**config.mk**
```make
export PLATFORM = sky130hd
export DESIGN_NAME = addsub_acc_pipe_flat
export DESIGN_NICKNAME = d
export VERILOG_FILES = /design/src/rtl/addsub_acc_pipe_if.sv /design/src/rtl/addsub_acc_pipe.sv /design/src/flat_wrapper.sv
export SDC_FILE = /design/constraint.sdc
export NUM_CORES = 1
export LEC_CHECK = 0
export BUFFER_PORTS_ARGS = -buffer_cell sky130_fd_sc_hd__clkbuf_2
export CORE_AREA = 2 2 76 114
export CTS_CLUSTER_DIAMETER = 150
export DETAILED_ROUTE_END_ITERATION = 10
export DIE_AREA = 0 0 78 116
export PLACE_DENSITY = 0.42
export SLEW_MARGIN = 15
export SYNTH_ARGS = -nofsm -noshare
export SYNTH_HDL_FRONTEND = slang
export SYNTH_SLANG_ARGS = --single-unit
```
**constraint.sdc**
```tcl
create_clock -name clk -period 3.3 [get_ports clk]
set_input_delay 0.66 -clock clk [delete_from_list [all_inputs] [get_ports clk]]
set_output_delay 0.66 -clock clk [all_outputs]
set_load 0.03 [all_outputs]
```
**src/rtl/addsub_acc_pipe_if.sv**
```systemverilog
`default_nettype none
// ============================================================================
//  Module   : addsub_acc_pipe_if
//  Purpose  : Handshake and data bundle for addsub_acc_pipe. Carries the
//             operand stream (in_valid/in_ready, op, sat_en, dataa, datab)
//             and the result stream (out_valid/out_ready, result, carry,
//             overflow) plus the accumulator observation port (acc).
//  Modports : master - operand source / result consumer side
//             slave  - arithmetic unit side
//  Revision : 1.0 - initial release
// ============================================================================
interface addsub_acc_pipe_if #(
  parameter int WIDTH = 8
);
  logic             in_valid;
  logic             in_ready;
  logic [1:0]       op;
  logic             sat_en;
  logic [WIDTH-1:0] dataa;
  logic [WIDTH-1:0] datab;
  logic             out_valid;
  logic             out_ready;
  logic [WIDTH-1:0] result;
  logic             carry;
  logic             overflow;
  logic [WIDTH-1:0] acc;

  modport master (
    output in_valid, op, sat_en, dataa, datab, out_ready,
    input  in_ready, out_valid, result, carry, overflow, acc
  );

  modport slave (
    input  in_valid, op, sat_en, dataa, datab, out_ready,
    output in_ready, out_valid, result, carry, overflow, acc
  );
endinterface
`default_nettype wire

```
**src/rtl/addsub_acc_pipe.sv**
```systemverilog
`default_nettype none
// ============================================================================
//  Module   : addsub_acc_pipe
//  Purpose  : Registered WIDTH-bit add/subtract unit with accumulator,
//             optional signed saturation, carry/overflow flags and a
//             valid/ready handshake on both operand and result sides.
//  Ports    : clk   - clock, all state changes on rising edge
//             rst_n - synchronous active-low reset
//             bus   - addsub_acc_pipe_if.slave (operand stream, result
//                     stream, accumulator value)
//  Params   : WIDTH   - operand/result/accumulator width (>= 2)
//             ACC_RST - accumulator value after reset
//  Revision : 1.0 - initial release
// ============================================================================
module addsub_acc_pipe #(
  parameter int               WIDTH   = 8,
  parameter logic [WIDTH-1:0] ACC_RST = '0
) (
  input  wire                   clk,
  input  wire                   rst_n,
  addsub_acc_pipe_if.slave      bus
);

  localparam logic [1:0] c_op_add  = 2'b00;
  localparam logic [1:0] c_op_sub  = 2'b01;
  localparam logic [1:0] c_op_acc  = 2'b10;
  localparam logic [1:0] c_op_load = 2'b11;

  localparam int               c_msb     = WIDTH - 1;
  localparam logic [WIDTH-1:0] c_sat_max = {1'b0, {(WIDTH-1){1'b1}}};
  localparam logic [WIDTH-1:0] c_sat_min = {1'b1, {(WIDTH-1){1'b0}}};

  logic             r_out_valid;
  logic [WIDTH-1:0] r_result;
  logic             r_carry;
  logic             r_overflow;
  logic [WIDTH-1:0] r_acc;

  logic             w_in_ready;
  logic             w_accept;
  logic [WIDTH:0]   w_raw;
  logic             w_lhs_sign;
  logic             w_ovf;
  logic             w_carry;
  logic [WIDTH-1:0] w_res;
  logic             w_acc_upd;

  // Single output stage: a new operand fits whenever the stage is empty or
  // is being drained in this same cycle.
  assign w_in_ready = !r_out_valid || bus.out_ready;
  assign w_accept   = bus.in_valid && w_in_ready;

  // Arithmetic at WIDTH+1 bits; bit WIDTH of a subtraction is the borrow.
  always_comb begin
    w_raw      = '0;
    w_lhs_sign = bus.dataa[c_msb];
    w_ovf      = 1'b0;
    w_acc_upd  = 1'b0;
    case (bus.op)
      c_op_add: begin
        w_raw = {1'b0, bus.dataa} + {1'b0, bus.datab};
        w_ovf = (bus.dataa[c_msb] == bus.datab[c_msb]) &&
                (w_raw[c_msb] != bus.dataa[c_msb]);
      end
      c_op_sub: begin
        w_raw = {1'b0, bus.dataa} - {1'b0, bus.datab};
        w_ovf = (bus.dataa[c_msb] != bus.datab[c_msb]) &&
                (w_raw[c_msb] != bus.dataa[c_msb]);
      end
      c_op_acc: begin
        w_raw      = {1'b0, r_acc} + {1'b0, bus.dataa};
        w_lhs_sign = r_acc[c_msb];
        w_ovf      = (r_acc[c_msb] == bus.dataa[c_msb]) &&
                     (w_raw[c_msb] != r_acc[c_msb]);
        w_acc_upd  = 1'b1;
      end
      default: begin  // c_op_load
        w_raw     = {1'b0, bus.dataa};
        w_acc_upd = 1'b1;
      end
    endcase

    w_carry = (bus.op == c_op_load) ? 1'b0 : w_raw[WIDTH];

    // Overflow direction follows the sign of the left operand: for both
    // add and subtract a signed overflow can only push the result away
    // from that sign's range limit.
    w_res = w_raw[WIDTH-1:0];
    if (bus.sat_en && w_ovf) begin
      w_res = w_lhs_sign ? c_sat_min : c_sat_max;
    end
  end

  always_ff @(posedge clk) begin
    if (!rst_n) begin
      r_out_valid <= 1'b0;
      r_result    <= '0;
      r_carry     <= 1'b0;
      r_overflow  <= 1'b0;
      r_acc       <= ACC_RST;
    end else begin
      if (w_accept) begin
        r_out_valid <= 1'b1;
        r_result    <= w_res;
        r_carry     <= w_carry;
        r_overflow  <= w_ovf;
        if (w_acc_upd) begin
          r_acc <= w_res;
        end
      end else if (bus.out_ready) begin
        r_out_valid <= 1'b0;
      end
    end
  end

  assign bus.in_ready  = w_in_ready;
  assign bus.out_valid = r_out_valid;
  assign bus.result    = r_result;
  assign bus.carry     = r_carry;
  assign bus.overflow  = r_overflow;
  assign bus.acc       = r_acc;

endmodule
`default_nettype wire

```
**src/flat_wrapper.sv**
```systemverilog
// flat-port wrapper written by rule: the top's interface ports become plain ports
module addsub_acc_pipe_flat 
#(
  parameter int               WIDTH   = 8,
  parameter logic [WIDTH-1:0] ACC_RST = '0
)
  (clk, rst_n, bus_in_valid, bus_op, bus_sat_en, bus_dataa, bus_datab, bus_out_ready, bus_in_ready, bus_out_valid, bus_result, bus_carry, bus_overflow, bus_acc);
  addsub_acc_pipe_if #(.WIDTH(WIDTH)) bus_i ();
  input  wire clk;
  input  wire rst_n;
  input wire logic [$bits(bus_i.in_valid)-1:0] bus_in_valid;
  input wire logic [$bits(bus_i.op)-1:0] bus_op;
  input wire logic [$bits(bus_i.sat_en)-1:0] bus_sat_en;
  input wire logic [$bits(bus_i.dataa)-1:0] bus_dataa;
  input wire logic [$bits(bus_i.datab)-1:0] bus_datab;
  input wire logic [$bits(bus_i.out_ready)-1:0] bus_out_ready;
  output wire logic [$bits(bus_i.in_ready)-1:0] bus_in_ready;
  output wire logic [$bits(bus_i.out_valid)-1:0] bus_out_valid;
  output wire logic [$bits(bus_i.result)-1:0] bus_result;
  output wire logic [$bits(bus_i.carry)-1:0] bus_carry;
  output wire logic [$bits(bus_i.overflow)-1:0] bus_overflow;
  output wire logic [$bits(bus_i.acc)-1:0] bus_acc;
  assign bus_i.in_valid = bus_in_valid;
  assign bus_i.op = bus_op;
  assign bus_i.sat_en = bus_sat_en;
  assign bus_i.dataa = bus_dataa;
  assign bus_i.datab = bus_datab;
  assign bus_i.out_ready = bus_out_ready;
  assign bus_in_ready = bus_i.in_ready;
  assign bus_out_valid = bus_i.out_valid;
  assign bus_result = bus_i.result;
  assign bus_carry = bus_i.carry;
  assign bus_overflow = bus_i.overflow;
  assign bus_acc = bus_i.acc;
  addsub_acc_pipe #(.WIDTH(WIDTH), .ACC_RST(ACC_RST)) u_core (.clk(clk), .rst_n(rst_n), .bus(bus_i));
endmodule
```
==> parameters.txt <==
Parameter                              Value

Outcome
  Run status    finished clean

STA
  Worst clock skew    0.00408 ns
  Relative max-transition margin    0.624
  Unrepaired setup endpoints after global routing    false
  Final setup fails    0
  Setup TNS    0 ns
  Highest achievable clock rate    between 0.3 and 0.4 GHz
  Slew at the pin with the worst max-slew slack    0.564 ns
  Minimum clock period after layout    a little over 3 ns
  Post-route fraction of the period consumed by the critical path    0.916
  Final number of hold-violating endpoints    0
  Worst hold margin    a little under 0.5 ns
  Number of pins exceeding their max-slew limit in the final report    0

Final layout
  Most frequent standard cell in the layout excluding fill and tap cells    clkbuf_2
  Ratio of cells with drive above 1 in the final layout    0.242
  Number of antenna diodes    0
  Non-filler cells, final    between 400 and 500
  Total number of nets in the final design    around 380
  Signed area change from the synthesized netlist to the final layout    22.3%
  Filler cells    roughly 900
  Highest-count cells in the layout ignoring fill and taps    42 x clkbuf_2, 27 x a21oi_1, 24 x ha_1
  Final core utilization    0.336

Power
  Leakage dissipation    ~0.0012 uW
  Max VDD drop    between 0.0002 and 0.0003 V
  Total power    between 900 and 1000 uW
  Power density of the placed cells    around 340 mW/mm^2

Critical path
  Worst path arrival time    3.13 ns
  Maximum single-stage delay on the critical path    0.47 ns
  Kind of cell adding the most delay to the critical path    compound AO/OA/AOI/OAI gates
  Category of the worst setup path capture point    flip-flop
  Launching element type of the critical path    primary input
  Chain of cells forming the critical path    clkbuf_2, inv_1, ha_1, or3_1, a2111oi_2, o31a_1, nor3_2, o31ai_4, buf_4, mux2i_1, a21oi_1
  Biggest fanout along the worst timing path    5
  Path type of the worst setup path    primary input to flip-flop
  Count of buffering cells on the critical path with inverters included    3
  Required arrival time at the worst endpoint    about 3.4 ns
  Critical path's slowest cell    a2111oi_2

Route
  Number of detailed-route iterations in the first pass    4
  Vias post-DR    around 2200
  Antenna Violating Nets Remaining    0
  Number of DRC markers after the initial detailed-route iteration    60
  Drc violations    0
  Final routed wirelength across all metal layers    between 6 and 7 mm
  WL per Instance    between 15 and 20 um
  Routed via count divided by cell count    5.08

Global route
  Overflow after GRT    0
  M2 GR Usage    0.273
  Antenna violations before repair    0
  Met1 demand-to-capacity share in global routing    0.181
  Most Crowded Layer GR    met2
  Maximum number of pins on one net before global-route repair    21
  Vias in the first global route    2103
  Met3 Track Usage GR    0.0109
  All-Layer GR Usage    0.150
  First-pass GRT wire length    10.7 mm

Synthesis
  Library cell occupying the most area in the post-synthesis netlist    dfxtp_1
  Yosys warning count    0
  Total standard cell area after synthesis    0.00220 mm^2
  Number of distinct library cells after synthesis    58
  Part of the Yosys area used for sequential elements    0.173
  Top FF cell, synth    dfxtp_1
  Area share of the leading cell type in the synthesized netlist    0.173
  Mapped Nets    328
  Cell count after synthesis    approximately 280
  Post-synthesis async set-or-reset flop share    0
  Number of synthesized flops with an enable pin    0
  Avg Inst Size Synth    7.90 um^2
  Top area cells in the synthesized netlist    dfxtp_1 17%, ha_1 14%, a21oi_1 6.2%
  Number of synthesized register bits    19

Clocking
  Max clock buf depth    2
  Count of cells resized by post-cts repair    0
  Clock tree from TritonCTS    yes
  Clock H-tree levels    1
  Number of CTS-inserted buffers    3
  Latest clock arrival within the worst-skew pair    roughly 0.25 ns
  CTS clk-pin slew, worst paths    0.05 ns
  Clock root cell    clkbuf_16
  Post-cts hold buffer count    0
  CTS sink cnt    19
  Setup Fix Bufs, Post-CTS    0

Min path
  Hold Crit Class    flip-flop to flip-flop

Die
  Number of I/O pins    43
  DIE HEIGHT    between 100 and 150 um
  Horizontal die dimension    ~78 um
  Initial Utilization    0.274
  Floorplan Core Area    approximately 0.008 mm^2
  Die Outline Area    0.00905 mm^2
  Row Count    40

Place
  DP Wirelength    roughly 5.4 mm
  Final weighted congestion in routability-driven placement    0.827
  IO Port Bufs    42
  Dpl cells    428

Flow run
  Max Cap Viol    0
[logic make-up after synthesis]
| group | Yosys count | synth area share |
|---|---|---|
| AOI/OAI and AO/OA | 98 | 0.297 |
| xor gates and xnor gates | 8 | 0.0319 |
| adders and majority gates | 27 | 0.164 |
| buffers and inverters | 34 | 0.0638 |
| DFF | 19 | 0.173 |
| muxes | 15 | 0.0820 |
| and+or+nand+nor | 77 | 0.189 |
[power breakdown]
part / total (uW) / internal (uW) / switching [uW]
clock network: 243 / 164 / 79.4
logic: 418 / 174 / 244
registers: 265 / 250 / 15.0
total: 926 / 588 / 338
[flip-flops by register name, indices dropped and copies added (netlist names)]
register	flops
u_core.bus.acc	8
u_core.bus.out_valid	1
u_core.bus.overflow	1
u_core.bus.result	8
u_core.bus.carry	1
[cell type report]
class,count,area [um^2],area share
multi-input cells,225,1680,0.624
well taps,105,131,0.0489
repair buffers,61,353,0.131
flip-flops and latches,19,380,0.142
inverters,18,67.6,0.0251
clock buffers,4,78.8,0.0293
[cell usage after synthesis (all sizes together), types with 2 or more instances]
| master | n |
|---|---|
| ha | 24 |
| o21ai | 26 |
| o221a | 2 |
| nand2b | 8 |
| o31ai | 4 |
| nand3 | 4 |
| nor2 | 17 |
| nand2 | 16 |
| mux2 | 4 |
| clkbuf | 12 |
| a21o | 4 |
| xnor2 | 5 |
| mux2i | 9 |
| mux4 | 2 |
| nor4b | 2 |
| inv | 18 |
| dfxtp | 19 |
| a211oi | 3 |
| o21a | 4 |
| or3 | 2 |
| a31oi | 5 |
| nor4 | 3 |
| fa | 3 |
| nor2b | 3 |
| nor3 | 15 |
| buf | 4 |
| a21oi | 27 |
| o211ai | 5 |
| a211o | 3 |
| a221oi | 3 |
| and3 | 2 |
| xor2 | 3 |
[metal layers]
layer	part of all wire	vias to the layer above	wire [um]
met5	0	-	0
met4	0.025	0	161
met3	0.025	12	165
met2	0.52	50	3390
met1	0.43	1015	2780
li1	-	1118	-
[worst reg2reg max path, cell delays in order, from the launching register on]
cell	delay, ns
dfxtp_1	0.35
ha_1	0.29
a211oi_1	0.07
buf_4	0.15
nor4b_2	0.44
o21ai_0	0.12
nor4b_2	0.20
o31ai_4	0.36
buf_4	0.21
mux2i_1	0.26
a21oi_1	0.10
[stage by stage]
stage | area [um^2] | setup WS, ns
6_report | 2690 | 0.278
2_1_floorplan | 2200 | 0.414
5_1_grt | 2690 | 0.0306
3_3_place_gp | 2610 | -0.00419
3_5_place_dp | 2610 | -0.0300
4_1_cts | 2690 | 0.229
[final timing paths]
check	slack, ns	from	to	cells after the start
hold / removal	0.48	u_core.bus.result[3]$_SDFFE_PN0P_	u_core.bus.result[3]$_SDFFE_PN0P_	2
setup reg to reg	0.63	u_core.bus.acc[1]$_SDFFE_PN0P_	u_core.bus.acc[2]$_SDFFE_PN0P_	10
hold reg to reg	0.48	u_core.bus.result[3]$_SDFFE_PN0P_	u_core.bus.result[3]$_SDFFE_PN0P_	2
setup / recovery	0.28	bus_datab[5]	u_core.bus.acc[2]$_SDFFE_PN0P_	11
No activity file was read; power rests on OpenSTA's default activity.
